## config.mk

```make
export PLATFORM = sky130hd
export DESIGN_NAME = dispatch_buffer
export DESIGN_NICKNAME = d
export VERILOG_FILES = /design/src/rtl/dispatch_buffer_pkg.sv /design/src/rtl/dispatch_entry.sv /design/src/rtl/dispatch_buffer.sv
export SDC_FILE = /design/constraint.sdc
export NUM_CORES = 1
export LEC_CHECK = 0
export BUFFER_PORTS_ARGS = -buffer_cell sky130_fd_sc_hd__buf_2
export CELL_PAD_IN_SITES_DETAIL_PLACEMENT = 1
export CELL_PAD_IN_SITES_GLOBAL_PLACEMENT = 2
export CORE_MARGIN = 2
export CORE_UTILIZATION = 47
export DETAILED_ROUTE_END_ITERATION = 10
export PLACE_DENSITY = 0.89
export SYNTH_ARGS = -nofsm -noshare
export SYNTH_HDL_FRONTEND = slang
export SYNTH_SLANG_ARGS = --single-unit
```

## constraint.sdc

```tcl
create_clock -name i_clk -period 5.2 [get_ports i_clk]
set_clock_uncertainty 0.05 [all_clocks]
set_input_delay 1.04 -clock i_clk [delete_from_list [all_inputs] [get_ports i_clk]]
set_output_delay 1.04 -clock i_clk [all_outputs]
set_load 0.01 [all_outputs]
```

## src/rtl/dispatch_buffer_pkg.sv

```systemverilog
// Shared instruction-format constants for the dispatch buffer and issue slots.
package dispatch_buffer_pkg;

  localparam int GROUP_SIZE = 4;
  localparam int VALID_BIT  = 0;
  localparam int BRM_LSB    = 1;

endpackage

```

## src/rtl/dispatch_entry.sv

```systemverilog
// One buffered instruction group with per-instruction branch-kill handling.
module dispatch_entry
  import dispatch_buffer_pkg::*;
#(
  parameter int WIDTH     = 33,
  parameter int WIDTH_BRM = 3
) (
  input  logic                               i_clk,
  input  logic                               i_we,
  input  logic [GROUP_SIZE-1:0][WIDTH-1:0]   i_grp,
  input  logic [WIDTH_BRM-1:0]               i_BrKill,
  output logic [GROUP_SIZE-1:0][WIDTH-1:0]   o_view
);

  logic [GROUP_SIZE-1:0][WIDTH-1:0] grp_q;

  function automatic logic [WIDTH-1:0] apply_kill(input logic [WIDTH-1:0] inst,
                                                  input logic [WIDTH_BRM-1:0] kill);
    logic [WIDTH-1:0] res;
    res = inst;
    if ((inst[BRM_LSB +: WIDTH_BRM] & kill) != '0) res[VALID_BIT] = 1'b0;
    return res;
  endfunction

  // Kill applies to both the incoming group and the held group on every edge.
  always_ff @(posedge i_clk) begin
    for (int g = 0; g < GROUP_SIZE; g++) begin
      grp_q[g] <= apply_kill(i_we ? i_grp[g] : grp_q[g], i_BrKill);
    end
  end

  // Same-cycle view so a head group popping under a kill leaves with valid cleared.
  always_comb begin
    o_view = '0;
    for (int g = 0; g < GROUP_SIZE; g++) begin
      o_view[g] = apply_kill(grp_q[g], i_BrKill);
    end
  end

endmodule

```

## src/rtl/dispatch_buffer.sv

```systemverilog
// Circular FIFO of renamed 4-instruction groups feeding the issue queue.
module dispatch_buffer
  import dispatch_buffer_pkg::*;
#(
  parameter int DEPTH     = 4,
  parameter int WIDTH_REG = 5,
  parameter int WIDTH_TAG = 5,
  parameter int WIDTH_BRM = 3,
  parameter int WIDTH     = 7 + WIDTH_BRM + WIDTH_TAG + 3 * WIDTH_REG + 3
) (
  input  logic                 i_clk,
  input  logic                 i_rst_n,
  input  logic [WIDTH-1:0]     i_inst1,
  input  logic [WIDTH-1:0]     i_inst2,
  input  logic [WIDTH-1:0]     i_inst3,
  input  logic [WIDTH-1:0]     i_inst4,
  input  logic                 i_valid,
  output logic                 o_ready,
  output logic [WIDTH-1:0]     o_inst1,
  output logic [WIDTH-1:0]     o_inst2,
  output logic [WIDTH-1:0]     o_inst3,
  output logic [WIDTH-1:0]     o_inst4,
  output logic                 o_en,
  input  logic                 i_stall,
  input  logic [WIDTH_BRM-1:0] i_BrKill,
  input  logic                 i_flush
);

  localparam int PTR_W = $clog2(DEPTH);
  localparam int CNT_W = PTR_W + 1;
  localparam logic [CNT_W-1:0] FULL = CNT_W'(DEPTH);

  logic [PTR_W-1:0] wr_ptr, rd_ptr;
  logic [CNT_W-1:0] count;
  logic             push, pop;

  logic [GROUP_SIZE-1:0][WIDTH-1:0] in_grp, head;
  logic [GROUP_SIZE-1:0][WIDTH-1:0] view [DEPTH];

  assign in_grp  = {i_inst4, i_inst3, i_inst2, i_inst1};
  assign o_ready = (count < FULL);
  assign push    = i_valid & o_ready & ~i_flush;
  assign pop     = (count != '0) & ~i_stall & ~i_flush;
  assign o_en    = pop;

  for (genvar e = 0; e < DEPTH; e++) begin : g_entry
    dispatch_entry #(
      .WIDTH     (WIDTH),
      .WIDTH_BRM (WIDTH_BRM)
    ) u_entry (
      .i_clk    (i_clk),
      .i_we     (push && (wr_ptr == PTR_W'(e))),
      .i_grp    (in_grp),
      .i_BrKill (i_BrKill),
      .o_view   (view[e])
    );
  end

  // Storage is never reset, so the count alone decides whether the head is visible.
  assign head = (count != '0) ? view[rd_ptr] : '0;
  assign {o_inst4, o_inst3, o_inst2, o_inst1} = head;

  always_ff @(posedge i_clk or negedge i_rst_n) begin
    if (!i_rst_n) begin
      wr_ptr <= '0;
      rd_ptr <= '0;
      count  <= '0;
    end else if (i_flush) begin
      wr_ptr <= '0;
      rd_ptr <= '0;
      count  <= '0;
    end else begin
      if (push) wr_ptr <= wr_ptr + PTR_W'(1);
      if (pop)  rd_ptr <= rd_ptr + PTR_W'(1);
      case ({push, pop})
        2'b10:   count <= count + CNT_W'(1);
        2'b01:   count <= count - CNT_W'(1);
        default: count <= count;
      endcase
    end
  end

endmodule

```

==> results.txt, run 1 <==
* Result of the run: complete, no violations
- The HPWL after detailed placement is around 29000 µm.
* FF+latch count, synth: ~540
* Setup repair after global routing missed its margin: no
- Post-synth EDFFs: 464
- Required time of the worst setup path: 4.11 ns
- The area growth from synthesis to layout is 18.0%.
- Row generation in the floorplan step produced just under 80 rows.
* Largest incremental delay on the critical path: around 1.0 ns
- Counting I/O delays and the setup requirement, the final critical path takes 4.16 ns.
- Aggregate global-route resource usage: between 20% and 30%
* Primary FF master, synth: sky130_fd_sc_hd__edfxtp_1
- At the pin with the least slew margin, the transition time is ~0.94 ns.
- Routability cong.: roughly 0.76
- After layout, the worst path uses 80.1% of the clock period.
- Die ar.: 46200 µm²
* Final routed wirelength across all metal layers: ~48000 µm
* Global-route wire length before repair: approximately 74000 µm
- DRC Markers: 0
- In this run the number of cells on the critical path is 4.
- On the critical path the largest part of the delay comes from flip-flops.
- After routing, the total negative slack on setup checks comes to 0 ns.
- Xor/xnor cell area share of the yosys netlist: less than 1%
- During placement, the flow inserted port buffers numbering 273.
* Worst hold-check slack: around 0.23 ns
- Number of instances resized during post-cts repair: 0
- Synthesis produced a netlist whose cell count is 1066.
* Compound-cell area share of the yosys netlist: under 10%
* Max FO, Critical Path: 44
- Counting every sink on the clock net gives about 540.
- The largest individual stage delay along the critical path comes from the cell sky130_fd_sc_hd__dfrtp_4.
- Number of warning messages in the yosys log: 0
- The largest total area in the synthesized netlist belongs to sky130_fd_sc_hd__edfxtp_1.
- The commonest cells after synthesis are 464 x sky130_fd_sc_hd__edfxtp_1, 131 x sky130_fd_sc_hd__nor2b_1, 128 x sky130_fd_sc_hd__mux4_2.
* Cells traversed along the worst timing path: mux4_2 > a221o_1 > a21oi_1 > buf_2
- Buffers inserted to repair hold after CTS numbered 0.
* Multiplexer fraction of the synthesized cell area: ~16%
* Initial DRT Pass Iterations: 5
* Number of antenna violations at the first check in global routing: 10
- CP Buf/Inv Count: 1
- Number of routed nets with antenna violations: 0
- Post-synthesis share of cell area spent on full adders, half adders and majority gates: 0.335%
- After synthesis, the largest family of logic cells by area is multiplexers.
- Dividing total power by cell area gives a power density of between 500 and 600 nW/µm².
* Final Net Count: 1500
- Die boundary width: between 200 and 250 µm
- Of the synthesized area, sequential elements account for between 70% and 80%.
- Yosys instantiated no cell more often than sky130_fd_sc_hd__edfxtp_1.
* Largest net degree at the start of global routing: 76
* Clock tree buffer depth: 3
- Clock-pin slew was measured on the worst setup and hold paths at 0.06 ns.
- HP Class: primary input to asynchronous set/reset pin
- Dividing the detail-routed via count by the number of cells gives 5.46.
* Post-synth ARST share: under 10%
- After clock tree synthesis, the setup repair step added 0 buffers.
- In the final layout, the share of cells above drive strength 1 is approximately two fifths.
- IO Count: around 270
- Setup violations remaining at the end of the flow were counted as 0.
- After detailed placement, the design holds a cell count of 1890.
- Vias after detailed routing: ~11k
- The worst-case IR drop observed on VDD is approximately 460 µV.
* H-tree depth: 2
- Excluding fillers, the count of instances in the completed layout stands at between 1.5k and 2k.
* Avg Cell Area, Syn: about 20 µm²
* Post-Route Utilization: 56.0%
- Overall power consumption after layout is estimated at between 0.01 and 0.015 W.
* Final-layout fill cell count: 4014
* Worst r2r path cells: 3
- Final hold violation count: 0
- The tool flagged a number of max-cap violations equal to 0.
- DRC violation total after the first TritonRoute iteration: 571
- After Yosys synthesis, and, or, nand and nor cells account for about 6.2% of the synthesized area.
* Effective utilization at floorplan: 47.5%
- CTS tree: built
- Max-slew violation count: 0
- The number of different library cells used by synthesis comes to 42.
- Total overflow reported by the global router: 0
- Number of buffers inserted during clock tree synthesis: 55
- Critical Path Sink Type: output pin
- After floorplanning, the core was sized to cover between 40000 and 50000 µm².
* Maximum operating frequency: ~240 MHz
- Worst slew margin: roughly 37%
- CP Data Arrival Time: between 3 and 4 ns
- Die boundary height: 215 µm
* Clock latency at the later pin of the worst-skew pair: between 0.5 and 0.6 ns
- The tree is rooted in a sky130_fd_sc_hd__clkbuf_16.
- Cell types occupying the most area after synthesis: sky130_fd_sc_hd__edfxtp_1 67%, sky130_fd_sc_hd__mux4_2 14%, sky130_fd_sc_hd__dfxtp_1 6.1%
- After synthesis the cells add up to between 20000 and 25000 µm².
- Yosys top cell area share: between 60 and 70%
- Kind of critical path: flip-flop to output pin
- Leak pwr: about 8.6 nW
- The number of nets in the synthesized netlist is between 1k and 1.5k.
- The worst setup path is launched from a flip-flop.
- The number of global-route vias before repair was about 12k.
* Average wire per standard cell: approximately 24 µm
-- per-stage QoR --
| stage | setup WS [ns] | area (µm²) |
|---|---|---|
| CTS | 0.922 | 24700 |
| floorplan | 1.55 | 20900 |
| finish | 1.04 | 24700 |
| global placement | 1.63 | 22900 |
| detailed placement | 1.58 | 22900 |
| global route | 0.826 | 24700 |
-- layout make-up --
type                            instances  area [µm²]  share of cell area [%]
Clock buffer                           76        1540                    6.23
Multi-Input combinational cell        466        5200                    21.1
Inverter                                4        20.0                  0.0811
Sequential cell                       535       15400                    62.4
Clock inverter                         24         183                   0.740
Antenna cell                            5        12.5                  0.0507
Timing Repair Buffer                  293        1580                    6.40
Tap cell                              592         741                    3.00
-- where the power goes --
part	internal, W	switching, W	total [W]
Combinational	0.00152	0.00176	0.00328
Sequential	0.00507	0.000280	0.00535
Clock	0.00216	0.00159	0.00374
-- registers in the layout, indices dropped and copies added (netlist names) --
| signal | count |
|---|---|
| rd_ptr | 2 |
| g_entry.u_entry.o_view | 512 |
| g_entry.u_entry.grp_q | 16 |
| wr_ptr | 2 |
| count | 3 |
-- path summary, 6_finish.rpt --
| kind | start | to | slack (ns) |
|---|---|---|---|
| worst max-delay path | rd_ptr[0]$_DFFE_PN0P_ | o_inst4[0] | 1.04 |
| worst min-delay path | i_rst_n | rd_ptr[1]$_DFFE_PN0P_ | 0.23 |
| worst max register to register | count[2]$_DFFE_PN0P_ | g_entry[2].u_entry.o_view[119]$_DFFE_PN_ | 2.60 |
| worst min register to register | g_entry[3].u_entry.o_view[69]$_DFF_P_ | g_entry[3].u_entry.o_view[69]$_DFF_P_ | 0.44 |
| max in group asynchronous | i_rst_n | rd_ptr[0]$_DFFE_PN0P_ | 4.68 |
| min in group i_clk | g_entry[3].u_entry.o_view[69]$_DFF_P_ | g_entry[3].u_entry.o_view[69]$_DFF_P_ | 0.44 |
-- kinds of logic (layout without fill, tap and decap cells) --
group	count (synthesis)	after routing
AO/OA/AOI/OAI	49	49
AND/OR/NAND/NOR	238	238
buffers and inverters	65	397
flip-flops	535	535
XOR/XNOR	4	4
adder cells (fa/ha/maj)	5	5
multiplexers	170	170
other	0	5
-- routing by layer --
layer / share of wire [%] / global-route usage [%] / vias to the layer above
met1: 40 / 25.7 / 5710
met5: 0.11 / 0 / -
met2: 51 / 36.5 / 255
met3: 6.1 / 5.49 / 86
li1: - / - / 4828
met4: 2.8 / 7.85 / 10
-- layout by cell type (no fill, tap or decap), types with 11 or more instances in the layout --
master / n
sky130_fd_sc_hd__edfxtp_1: 464
sky130_fd_sc_hd__dfxtp_1: 64
sky130_fd_sc_hd__mux4_2: 128
sky130_fd_sc_hd__buf_4: 15
sky130_fd_sc_hd__buf_2: 273
sky130_fd_sc_hd__a31oi_1: 13
sky130_fd_sc_hd__clkinv_2: 11
sky130_fd_sc_hd__mux2_2: 34
sky130_fd_sc_hd__clkbuf_16: 56
sky130_fd_sc_hd__clkbuf_1: 14
sky130_fd_sc_hd__nor2b_1: 131
sky130_fd_sc_hd__nand2_1: 67
Power figures use the tool's default switching activity.
==> inputs of run 2 (changes only) <==
--- a/config.mk
+++ b/config.mk
@@ -5,13 +5,14 @@
 export SDC_FILE = /design/constraint.sdc
 export NUM_CORES = 1
 export LEC_CHECK = 0
+export ABC_AREA = 1
 export BUFFER_PORTS_ARGS = -buffer_cell sky130_fd_sc_hd__buf_2
 export CELL_PAD_IN_SITES_DETAIL_PLACEMENT = 1
 export CELL_PAD_IN_SITES_GLOBAL_PLACEMENT = 2
 export CORE_MARGIN = 2
-export CORE_UTILIZATION = 47
+export CORE_UTILIZATION = 34
 export DETAILED_ROUTE_END_ITERATION = 10
-export PLACE_DENSITY = 0.89
+export PLACE_DENSITY = 0.79
 export SYNTH_ARGS = -nofsm -noshare
 export SYNTH_HDL_FRONTEND = slang
 export SYNTH_SLANG_ARGS = --single-unit
==> constraint.sdc (replaced) <==
create_clock -name i_clk -period 3.7 [get_ports i_clk]
set_clock_uncertainty 0.05 [all_clocks]
set_input_delay 0.74 -clock i_clk [delete_from_list [all_inputs] [get_ports i_clk]]
set_output_delay 0.74 -clock i_clk [all_outputs]
set_load 0.01 [all_outputs]
==> run 2 against run 1 <==
Effect of this change:
- sequential power up 30%
- sequential cell count unchanged
- power up 16%
- routed wire length up 28%
- synthesized cell count increased by 82%
- register-to-register slack got worse by 1.1 ns
- worst setup slack got worse by 0.76 ns
- final cell count up 54%
- via count up 39%
- sequential share of layout area down 2.8 points
- synthesized area up 3.5%
- highest routed layer unchanged
==> results.txt, run 2 <==
* Number of I/O port buffers: 273 (unchanged)
* Power per Cell Area: 556 nW/µm² (+11%)
- The number of instances in the synthesized netlist was 1937 (+82%).
- The initial antenna violation count is 8 (-2).
- Placement Setup Slack: 0.902 ns (-0.682 ns)
* H-tree depth: 2 (unchanged)
- Clock-pin slew reported for the worst setup and hold paths after clock tree synthesis: 0.06 ns (about the same)
* Fin Setup TNS: 0 ns (unchanged)
- Die boundary height: 256 µm (+19%)
- The netlist area before placement came to 21600 µm² (+3.5%).
- Result of the run: complete, no violations
- Via count of the first global-routing pass: 15.8k (+31%)
- Required time of the worst setup path: 2.91 ns (-1.20 ns)
- Actual slew at the worst max-slew pin: 0.724 ns (-0.219 ns)
- Worst hold-check slack: 0.285 ns (+0.0575 ns)
- Number of warning messages in the yosys log: 0 (unchanged)
- The aggregate global routing overflow is 0 (unchanged).
- Global-route wire length before repair: 94300 µm (+28%)
- Clock tree buffer depth: 3 (unchanged)
* Most common cell after layout, fill and taps aside: sky130_fd_sc_hd__nor2_1
- Post-synth EDFFs: 464 (unchanged)
- Summed over all instances, the cell type with the most area after synthesis is sky130_fd_sc_hd__edfxtp_1.
* Clock latency at the later pin of the worst-skew pair: 0.60 ns (about the same)
- The clock sink count was 535 (unchanged).
* CP Data Arrival Time: 2.63 ns (-0.44 ns)
- Cell types occupying the most area after synthesis: sky130_fd_sc_hd__edfxtp_1 64%, sky130_fd_sc_hd__nor2_1 8.9%, sky130_fd_sc_hd__dfxtp_1 5.9%
- The proportion of synthesized chip area in sequential cells was 71.2% (-2.5 points).
* Time the worst path needs with I/O delays and setup: between 3 and 4 ns
* Number of instances resized during post-cts repair: 0 (unchanged)
- The number of flip-flops in the largest register came to 512 (unchanged).
- The number of failing setup endpoints in the final timing report is 0 (unchanged).
* Critical Path Sink Type: output pin
- The worst-path maximum fanout came to 53 (+20%).
- Final Net Count: 2329 (+55%)
* Highest-count cells in the layout ignoring fill and taps: 511 x sky130_fd_sc_hd__nor2_1, 464 x sky130_fd_sc_hd__edfxtp_1, 273 x sky130_fd_sc_hd__buf_2, 202 x sky130_fd_sc_hd__nand2_1, 202 x sky130_fd_sc_hd__o21ai_0
- Effective utilization at floorplan: 34.3% (-13 points)
- The count of cell types in the netlist was 24 (-43%).
* Critical path launch point type: flip-flop
- FF+latch count, synth: 535 (unchanged)
- The number of design-rule violations left by the first detailed-router iteration was 644 (+13%).
- The count of pins over their slew limit was 0 (unchanged).
* Die boundary width: 256 µm (+19%)
- Number of routed nets with antenna violations: 0 (unchanged)
- The maximum resistive drop on vdd came to 461 µV (+0.82%).
- HP Class: primary input to flip-flop
- The aggregate global-route resource usage came to 18.5% (-2.6 points).
- The final setup slack of the worst path came to 0.278 ns (-0.757 ns).
- Most common cell in the synthesized netlist: sky130_fd_sc_hd__nor2_1
- Layout cells sized above 1: 18.2% (-22 points)
* Average wire per standard cell: 20.0 µm (-17%)
* Largest net degree at the start of global routing: 131 (+72%)
* Maximum operating frequency: between 200 and 300 MHz
- DRC Markers: 0 (unchanged)
- The die footprint was 65600 µm² (+42%).
- The number of top-level design ports is 274 (unchanged).
- For this run, the leading register cell type out of synthesis is sky130_fd_sc_hd__edfxtp_1.
- Relative to the synthesized area, the layout overhead comes to 19.5%.
* Worst slew margin: 51.7% (+15 points)
- Final routed wirelength across all metal layers: 61400 µm (+28%)
- The commonest cells after synthesis are 511 x sky130_fd_sc_hd__nor2_1, 464 x sky130_fd_sc_hd__edfxtp_1, 202 x sky130_fd_sc_hd__nand2_1, 202 x sky130_fd_sc_hd__o21ai_0, 132 x sky130_fd_sc_hd__a21oi_1.
* Worst Hold Launch: i_inst3[24]
* Vias/cell: 4.91 (-10%)
* Share of the clock period used by the worst path: between 90% and 100%
* Leak pwr: 9.71 nW (+14%)
- The startpoint identified for the worst register-to-register timing path is wr_ptr[0]$_DFFE_PN0P_.
- CTS tree: built
- Tracing the worst setup path back leads to its startpoint at rd_ptr[1]$_DFFE_PN0P_.
- Kind of critical path: flip-flop to output pin
- The max-capacitance violation count was 0 (unchanged).
* Core ar.: 63000 µm² (+43%)
* Root cell of the clock tree: sky130_fd_sc_hd__clkbuf_16
* Number of core rows: 92 (+19%)
- Number of buffers inserted during clock tree synthesis: 58 (+5.5%)
- Yosys top cell area share: 64.4% (-2.2 points)
- The share of synthesized flip-flops with an asynchronous set or reset came to 1.31% (unchanged).
- The mean instance size in the synthesized netlist is 11.2 µm² (-43%).
- The final count of hold timing violations came to 0 (unchanged).
- Synthesized Nets: 2082 (+72%)
- Initial DRT Pass Iterations: 5 (unchanged)
- Setup repair after global routing missed its margin: no
- Vias after detailed routing: 15.1k (+39%)
- The HPWL reported at the end of detailed placement was 36100 µm (+23%).
- The final estimated routing congestion in global placement came to 0.748 (-1.4%).
run 2: cell types whose count changed in the layout (fill, tap and decap cells not counted), sizes merged, moves of 47 or more:
| cell | delta |
|---|---|
| nor2 | +503 |
| o21ai | +298 |
| nand2 | +140 |
| nor2b | -131 |
| mux4 | -128 |
| a21oi | +125 |
| inv | +48 |
| nand3 | +47 |
run 2: metal layers:
metal / share of wire (%) / track usage [%] / vias to the layer above
met5: 0.067 / 0 / -
met4: 2.6 / 6.32 / 6
met3: 3.8 / 2.65 / 93
met2: 51 / 32.6 / 295
met1: 43 / 23.3 / 7497
li1: - / - / 7211
run 2: stage by stage:
stage	util (%)	instance area, µm²	power, W	std cells
2_1_floorplan	-	21600	0.00800	1937
3_3_place_gp	38.0	23900	0.00862	2969
3_5_place_dp	38.0	23900	0.00868	2969
4_1_cts	41.0	25800	0.0145	3072
5_1_grt	41.0	25800	0.0150	3076
6_report	41.0	25800	0.0144	3077
run 2: final cells by class:
cell class	instances	area, µm²
antenna	5	12.5
clock buffer	68	1490
clock inverter	34	412
fill	6913	37100
inverter	50	213
multi-input combinational	1232	5400
sequential	535	15400
tap	846	1060
timing repair buffer	307	1850
run 2: cells by family (layout without fill, tap and decap cells):
logic type | count (synthesis) | after routing | share of synthesized area (%)
flip-flops | 535 | 535 | 71.2
buffers and inverters | 170 | 459 | 3.85
adder cells (fa/ha/maj) | 5 | 5 | 0.324
AND/OR/NAND/NOR | 776 | 776 | 14.0
AO/OA/AOI/OAI | 451 | 451 | 10.6
other | 0 | 5 | 0
run 2: worst max-delay path, stage by stage (launching register included):
cell,delay (ns)
sky130_fd_sc_hd__dfrtp_4,0.71
sky130_fd_sc_hd__inv_4,0.31
sky130_fd_sc_hd__buf_12,0.26
sky130_fd_sc_hd__nor2_1,0.14
sky130_fd_sc_hd__o21ai_1,0.07
sky130_fd_sc_hd__a21oi_1,0.25
sky130_fd_sc_hd__buf_2,0.19
run 2: final timing paths:
| kind | endpoint | slack [ns] | cells past startpoint |
|---|---|---|---|
| max reg2reg | g_entry[0].u_entry.o_view[109]$_DFFE_PP_ | 1.52 | 5 |
| max in group asynchronous | rd_ptr[0]$_DFFE_PN0P_ | 2.94 | 2 |
| min reg2reg | g_entry[2].u_entry.o_view[36]$_DFF_P_ | 0.44 | 2 |
| max | o_inst2[30] | 0.28 | 6 |
| min in group asynchronous | wr_ptr[0]$_DFFE_PN0P_ | 0.46 | 2 |
| min | g_entry[0].u_entry.o_view[90]$_DFFE_PP_ | 0.28 | 1 |
run 2: where the power goes:
part | switching [W] | leakage, nW | internal, W
sequential | 0.000117 | 4.84 | 0.00684
clock | 0.00236 | 0.919 | 0.00348
combinational | 0.00106 | 3.96 | 0.000507
run 2: repair_timing:
action	CTS	global route
hold buffers	1	0
buffers inserted	0	0
endpoints found under the hold margin	7	0
